[src/rtl/screen_text_writer.sv]
// rtl/screen_text_writer.sv - text-mode framebuffer writer: char stream in, cursor tracking, text-memory writes
// Optional row auto-clear on wrap is enabled by defining SCREEN_TXT_AUTOCLR_EN.
module screen_text_writer #(
   parameter int         TEXT_ROWS = 28,
   parameter int         TEXT_COLS = 52,
   parameter int         AW        = 19,
   parameter logic [7:0] BLANK_CHR = 8'h20
) (
   input  logic          clk,
   input  logic          rst,
   input  logic          in_valid,
   output logic          in_ready,
   input  logic [7:0]    in_chr,
   output logic          wr_en,
   output logic [AW-1:0] wr_addr,
   output logic [7:0]    wr_dat,
   output logic [4:0]    cur_row,
   output logic [5:0]    cur_col,
   output logic          busy
);

   localparam logic [10:0] SCR_LAST = 11'(TEXT_ROWS * TEXT_COLS - 1);
   localparam logic [10:0] ROW_LAST = 11'(TEXT_COLS - 1);
   localparam logic [4:0]  ROW_MAX  = 5'(TEXT_ROWS - 1);
   localparam logic [5:0]  COL_MAX  = 6'(TEXT_COLS - 1);

   typedef enum logic [1:0] {IDLE, CLR_SCR, CLR_ROW} state_t;

   state_t      state, state_nxt;
   logic [10:0] cnt, cnt_nxt;
   logic [4:0]  row_nxt;
   logic [5:0]  col_nxt;
   logic        we_nxt;
   logic [10:0] addr_nxt;
   logic [7:0]  dat_nxt;
   logic        accept;

   function automatic logic [10:0] lin(input logic [4:0] r, input logic [5:0] c);
      return 11'(r) * 11'(TEXT_COLS) + 11'(c);
   endfunction

   assign accept = in_valid && in_ready;

   always_ff @(posedge clk or posedge rst) begin
      if (rst) begin
         state    <= CLR_SCR;
         cnt      <= '0;
         wr_en    <= 1'b0;
         wr_addr  <= '0;
         wr_dat   <= '0;
         cur_row  <= '0;
         cur_col  <= '0;
         in_ready <= 1'b0;
         busy     <= 1'b1;
      end else begin
         state    <= state_nxt;
         cnt      <= cnt_nxt;
         wr_en    <= we_nxt;
         wr_addr  <= AW'(addr_nxt);
         wr_dat   <= dat_nxt;
         cur_row  <= row_nxt;
         cur_col  <= col_nxt;
         // ready only once IDLE has been held for a full cycle, so it trails the last clear write
         in_ready <= (state == IDLE) && (state_nxt == IDLE);
         busy     <= !((state == IDLE) && (state_nxt == IDLE));
      end
   end

   always_comb begin
      state_nxt = state;
      cnt_nxt   = cnt;
      row_nxt   = cur_row;
      col_nxt   = cur_col;
      we_nxt    = 1'b0;
      addr_nxt  = wr_addr[10:0];
      dat_nxt   = wr_dat;
      case (state)
         CLR_SCR: begin
            we_nxt   = 1'b1;
            addr_nxt = cnt;
            dat_nxt  = BLANK_CHR;
            cnt_nxt  = cnt + 11'd1;
            if (cnt == SCR_LAST) begin
               state_nxt = IDLE;
               cnt_nxt   = '0;
               row_nxt   = '0;
               col_nxt   = '0;
            end
         end
         CLR_ROW: begin
            we_nxt   = 1'b1;
            addr_nxt = lin(cur_row, 6'd0) + cnt;
            dat_nxt  = BLANK_CHR;
            cnt_nxt  = cnt + 11'd1;
            if (cnt == ROW_LAST) begin
               state_nxt = IDLE;
               cnt_nxt   = '0;
               col_nxt   = '0;
            end
         end
         default: begin
            if (accept) begin
               case (in_chr)
                  8'h0A: begin
                     col_nxt = '0;
                     if (cur_row == ROW_MAX) begin
                        row_nxt = '0;
`ifdef SCREEN_TXT_AUTOCLR_EN
                        state_nxt = CLR_ROW;
`endif
                     end else begin
                        row_nxt = cur_row + 5'd1;
                     end
                  end
                  8'h0D: col_nxt = '0;
                  8'h08: begin
                     if (cur_col != 6'd0) begin
                        col_nxt  = cur_col - 6'd1;
                        we_nxt   = 1'b1;
                        addr_nxt = lin(cur_row, cur_col - 6'd1);
                        dat_nxt  = BLANK_CHR;
                     end else if (cur_row != 5'd0) begin
                        row_nxt  = cur_row - 5'd1;
                        col_nxt  = COL_MAX;
                        we_nxt   = 1'b1;
                        addr_nxt = lin(cur_row - 5'd1, COL_MAX);
                        dat_nxt  = BLANK_CHR;
                     end
                  end
                  8'h0C: begin
                     state_nxt = CLR_SCR;
                     cnt_nxt   = '0;
                  end
                  default: begin
                     we_nxt   = 1'b1;
                     addr_nxt = lin(cur_row, cur_col);
                     dat_nxt  = in_chr;
                     if (cur_col == COL_MAX) begin
                        col_nxt = '0;
                        if (cur_row == ROW_MAX) begin
                           row_nxt = '0;
`ifdef SCREEN_TXT_AUTOCLR_EN
                           state_nxt = CLR_ROW;
`endif
                        end else begin
                           row_nxt = cur_row + 5'd1;
                        end
                     end else begin
                        col_nxt = cur_col + 6'd1;
                     end
                  end
               endcase
            end
         end
      endcase
   end

endmodule

[config.mk]
export PLATFORM = sky130hd
export DESIGN_NAME = screen_text_writer
export DESIGN_NICKNAME = d
export VERILOG_FILES = /design/src/rtl/screen_text_writer.sv
export SDC_FILE = /design/constraint.sdc
export NUM_CORES = 1
export LEC_CHECK = 0
export BUFFER_PORTS_ARGS = -buffer_cell sky130_fd_sc_hd__buf_2
export CORE_AREA = 5 5 108 110
export CTS_BUF_LIST = sky130_fd_sc_hd__clkbuf_4 sky130_fd_sc_hd__clkbuf_8 sky130_fd_sc_hd__clkbuf_16
export DETAILED_ROUTE_END_ITERATION = 10
export DIE_AREA = 0 0 113 115
export PLACE_DENSITY_LB_ADDON = 0.25
export SYNTH_ARGS = -nofsm -noshare
export SYNTH_HDL_FRONTEND = slang
export SYNTH_SLANG_ARGS = --single-unit
export TNS_END_PERCENT = 30
[constraint.sdc]
create_clock -name clk -period 7.55 [get_ports clk]
set_input_delay 0.3775 -clock clk [delete_from_list [all_inputs] [get_ports clk]]
set_output_delay 0.3775 -clock clk [all_outputs]
set_load 0.03 [all_outputs]
==> results.sh <==
export IMPL_io_pin_count=52
export IMPL_drtAntennaViolNets=0
export IMPL_clkLatencyLatePin_ps=320
export IMPL_dp_cells=700
export IMPL_maxCapViolations=0
export IMPL_htreeDepth=2
export IMPL_synthArstFlopShare=1.00
export IMPL_post_route_drc_count=0
export IMPL_finalSetupTns_ps=0
export IMPL_postSynthCellCount=546
export IMPL_postLayoutCoreUtil=0.468
export IMPL_grt_pass1_wl_um=20100
export IMPL_nNetsFinal=639
export IMPL_place_gp_congestion=0.896
export IMPL_die_area_um2=13000
export IMPL_worstPathArrival_ps=4790
export IMPL_wire_per_inst_um=17.3
export IMPL_post_cts_buffers=0
export IMPL_setup_viol=0
export IMPL_rsz0062_at_grt="no"
export IMPL_crit_family="adder cells"
export IMPL_ys_seq_area_frac=0.248
export IMPL_maxSlewHeadroom=0.318
export IMPL_yosysWarnings=0
export IMPL_crit_fanout=10
export IMPL_area_growth_pct=6.87
export IMPL_stdcell_count=708
export IMPL_period_share=0.609
export IMPL_row_count=38
export IMPL_cp_required_ps=7750
export IMPL_end_kind="register"
export IMPL_worst_pin_slew_ps=1020
export IMPL_crit_slowest_cell="dfrtp_1"
export IMPL_syn_area_um2=4640
export IMPL_synth_seq_cells=46
export IMPL_peakVddDrop_mv=0.0714
export IMPL_num_vias=4062
export IMPL_fp_dieH_um=115
export IMPL_grt_pass1_vias=3940
export IMPL_criticalPathCategory="register to register"
export IMPL_cts_root_buf="clkbuf_8"
export IMPL_n_antenna_cell=0
export IMPL_hold_path_class="primary input to async pin"
export IMPL_path_clk_slew_ps=110
export IMPL_fmax_mhz=218
export IMPL_multiInputGateArea_um2=3230
export IMPL_synth_flop_cell="dfrtp_1"
export IMPL_outcome="finished, final reports clean"
export IMPL_cts_tree="done"
export IMPL_start_kind="register"
export IMPL_hold_viol_final=0
export IMPL_leakage_uw=0.00230
export IMPL_clock_path_buffers=2
export IMPL_synth_cell_types=71
export IMPL_fillers=1030
export IMPL_hpwlAfterDp_um=9310
export IMPL_track_usage=0.190
export IMPL_core_area_um2=10600
export IMPL_rr_endpoint="wr_addr[10]$_DFFE_PP0P_"
export IMPL_r2r_cells=15
export IMPL_numCtsBuffers=5
export IMPL_synth_area_per_cell_um2=8.51
export IMPL_fin_crit_ps=4600
export IMPL_slew_viol_final=0
export IMPL_synth_edf_count=0
export IMPL_layout_drive_gt1_share=0.129
export IMPL_fin_skew_ps=4.32
export IMPL_postCtsHoldBufs=0
export IMPL_cts_resized=0
export IMPL_start_util=0.438
export IMPL_path_cells="inv_1, ha_1, fa_1, inv_1, fa_1, nand2b_1, a21oi_2, xor2_1, ha_1, nor3b_1, o21ai_0, xnor2_1, and3_1, o31ai_1, a31oi_1"
export IMPL_totalWireLength_um=12300
export IMPL_clkSinkCount=46
export IMPL_crit_path_max_incr_delay_ps=620
export IMPL_p_per_area_nw_per_um2=89.5
export IMPL_crit_reg2reg_launch="cur_row[1]$_DFFE_PP0P_"
export IMPL_io_buffers=43
export IMPL_grt_max_degree=47
export IMPL_die_x_um=113
export IMPL_grt_overflow_total=0
export IMPL_avgViaCountPerCell=5.74
export IMPL_crit_buf_inv=2
export IMPL_drt_iter0_drc=258
export IMPL_rrSetupSlack_ps=2950
export IMPL_firstDrtPassIters=5
export IMPL_final_seq_area_um2=1150
export IMPL_antenna_found_initial=0
[cells by family after synthesis]
group / count (synthesis) / synth area share
AOI/OAI and AO/OA: 156 / 0.232
xor gates and xnor gates: 38 / 0.0762
adders and majority gates: 61 / 0.176
buffers and inverters: 62 / 0.0625
DFF: 46 / 0.248
other: 1 / 0.000807
and+or+nand+nor: 182 / 0.204
[per-layer routing]
layer / global-route usage / share of wire
met5: 0 / 0
met4: 0.0473 / 0.014
met3: 0.0216 / 0.040
met2: 0.321 / 0.48
met1: 0.262 / 0.47
[report_power, final]
group | switching (µW) | total, µW | internal, µW
combinational | 16.7 | 20.8 | 4.06
clock | 108 | 177 | 69.2
sequential | 0.210 | 247 | 246
[through the flow]
stage	setup slack, ps	hold WS [ps]	total power [µW]	instance area [µm²]
2_1_floorplan	3290	462	268	4670
3_3_place_gp	3200	468	272	4870
3_5_place_dp	3020	480	272	4870
4_1_cts	2990	317	452	4960
5_1_grt	2730	314	465	4960
6_report	2950	294	444	4960
[how the worst max path moves through the flow]
stage | startpoint | to | slack (ps) | cells past startpoint
3_3_place_gp | cur_row[1]$_DFFE_PP0P_ | wr_addr[10]$_DFFE_PP0P_ | 3200 | 15
6_report | cur_row[1]$_DFFE_PP0P_ | wr_addr[10]$_DFFE_PP0P_ | 2950 | 15
5_1_grt | cur_row[1]$_DFFE_PP0P_ | wr_addr[10]$_DFFE_PP0P_ | 2730 | 15
4_1_cts | cur_row[1]$_DFFE_PP0P_ | wr_addr[10]$_DFFE_PP0P_ | 2990 | 15
3_5_place_dp | cur_row[1]$_DFFE_PP0P_ | wr_addr[10]$_DFFE_PP0P_ | 3020 | 15
2_1_floorplan | cur_row[1]$_DFFE_PP0P_ | wr_addr[10]$_DFFE_PP0P_ | 3290 | 15
[registers in the layout (all words and copies together), names as in the netlist]
signal	count
busy	1
cur_col	6
wr_addr	11
wr_dat	8
in_ready	1
cnt	11
cur_row	5
state	2
wr_en	1
[cell usage in the layout (no fill, tap or decap), types with 8 or more instances in the layout]
cell type  instances
xnor2_1           23
inv_1             25
nand3_1           11
a211oi_1          11
a221oi_1           9
conb_1             8
nor3_1            14
ha_1              54
a21o_1            11
nor2_1            51
a21oi_1           30
dfrtp_1           44
o31ai_1           11
and3_1             8
xor2_1            13
nand2_1           47
buf_2             43
o21ai_0           34
[worst register-to-register path, stage by stage, from the launching register on]
cell and delay [ps]:
dfrtp_1 620, inv_1 220, ha_1 360, fa_1 530, inv_1 70, fa_1 470, nand2b_1 180, a21oi_2 130
xor2_1 500, ha_1 370, nor3b_1 150, o21ai_0 210, xnor2_1 110, and3_1 200, o31ai_1 240, a31oi_1 120
[cell usage after synthesis, drive strengths merged (6+ instances only)]
master / number / area (µm²)
nor4: 6 / 58.8
nor3: 14 / 70.1
a22o: 7 / 61.3
nand3: 12 / 65.1
a21oi: 31 / 159
a21o: 11 / 82.6
nand4: 6 / 37.5
and3: 8 / 50.1
buf: 21 / 136
a221oi: 9 / 78.8
dfrtp: 44 / 1100
ha: 54 / 676
a211oi: 12 / 103
o21ai: 37 / 185
nor2: 53 / 214
nand2: 47 / 176
inv: 26 / 97.6
fa: 7 / 140
and2: 7 / 43.8
xor2: 13 / 114
xnor2: 24 / 218
clkbuf: 15 / 56.3
o31ai: 12 / 95.1
[layout make-up]
class,instances,area share
flip-flops and latches,46,0.232
repair buffers,43,0.0434
clock buffers,5,0.0139
well taps,140,0.0353
inverters,26,0.0197
multi-input cells,445,0.650
clock inverters,3,0.00529
No activity file was read; power rests on OpenSTA's default activity.
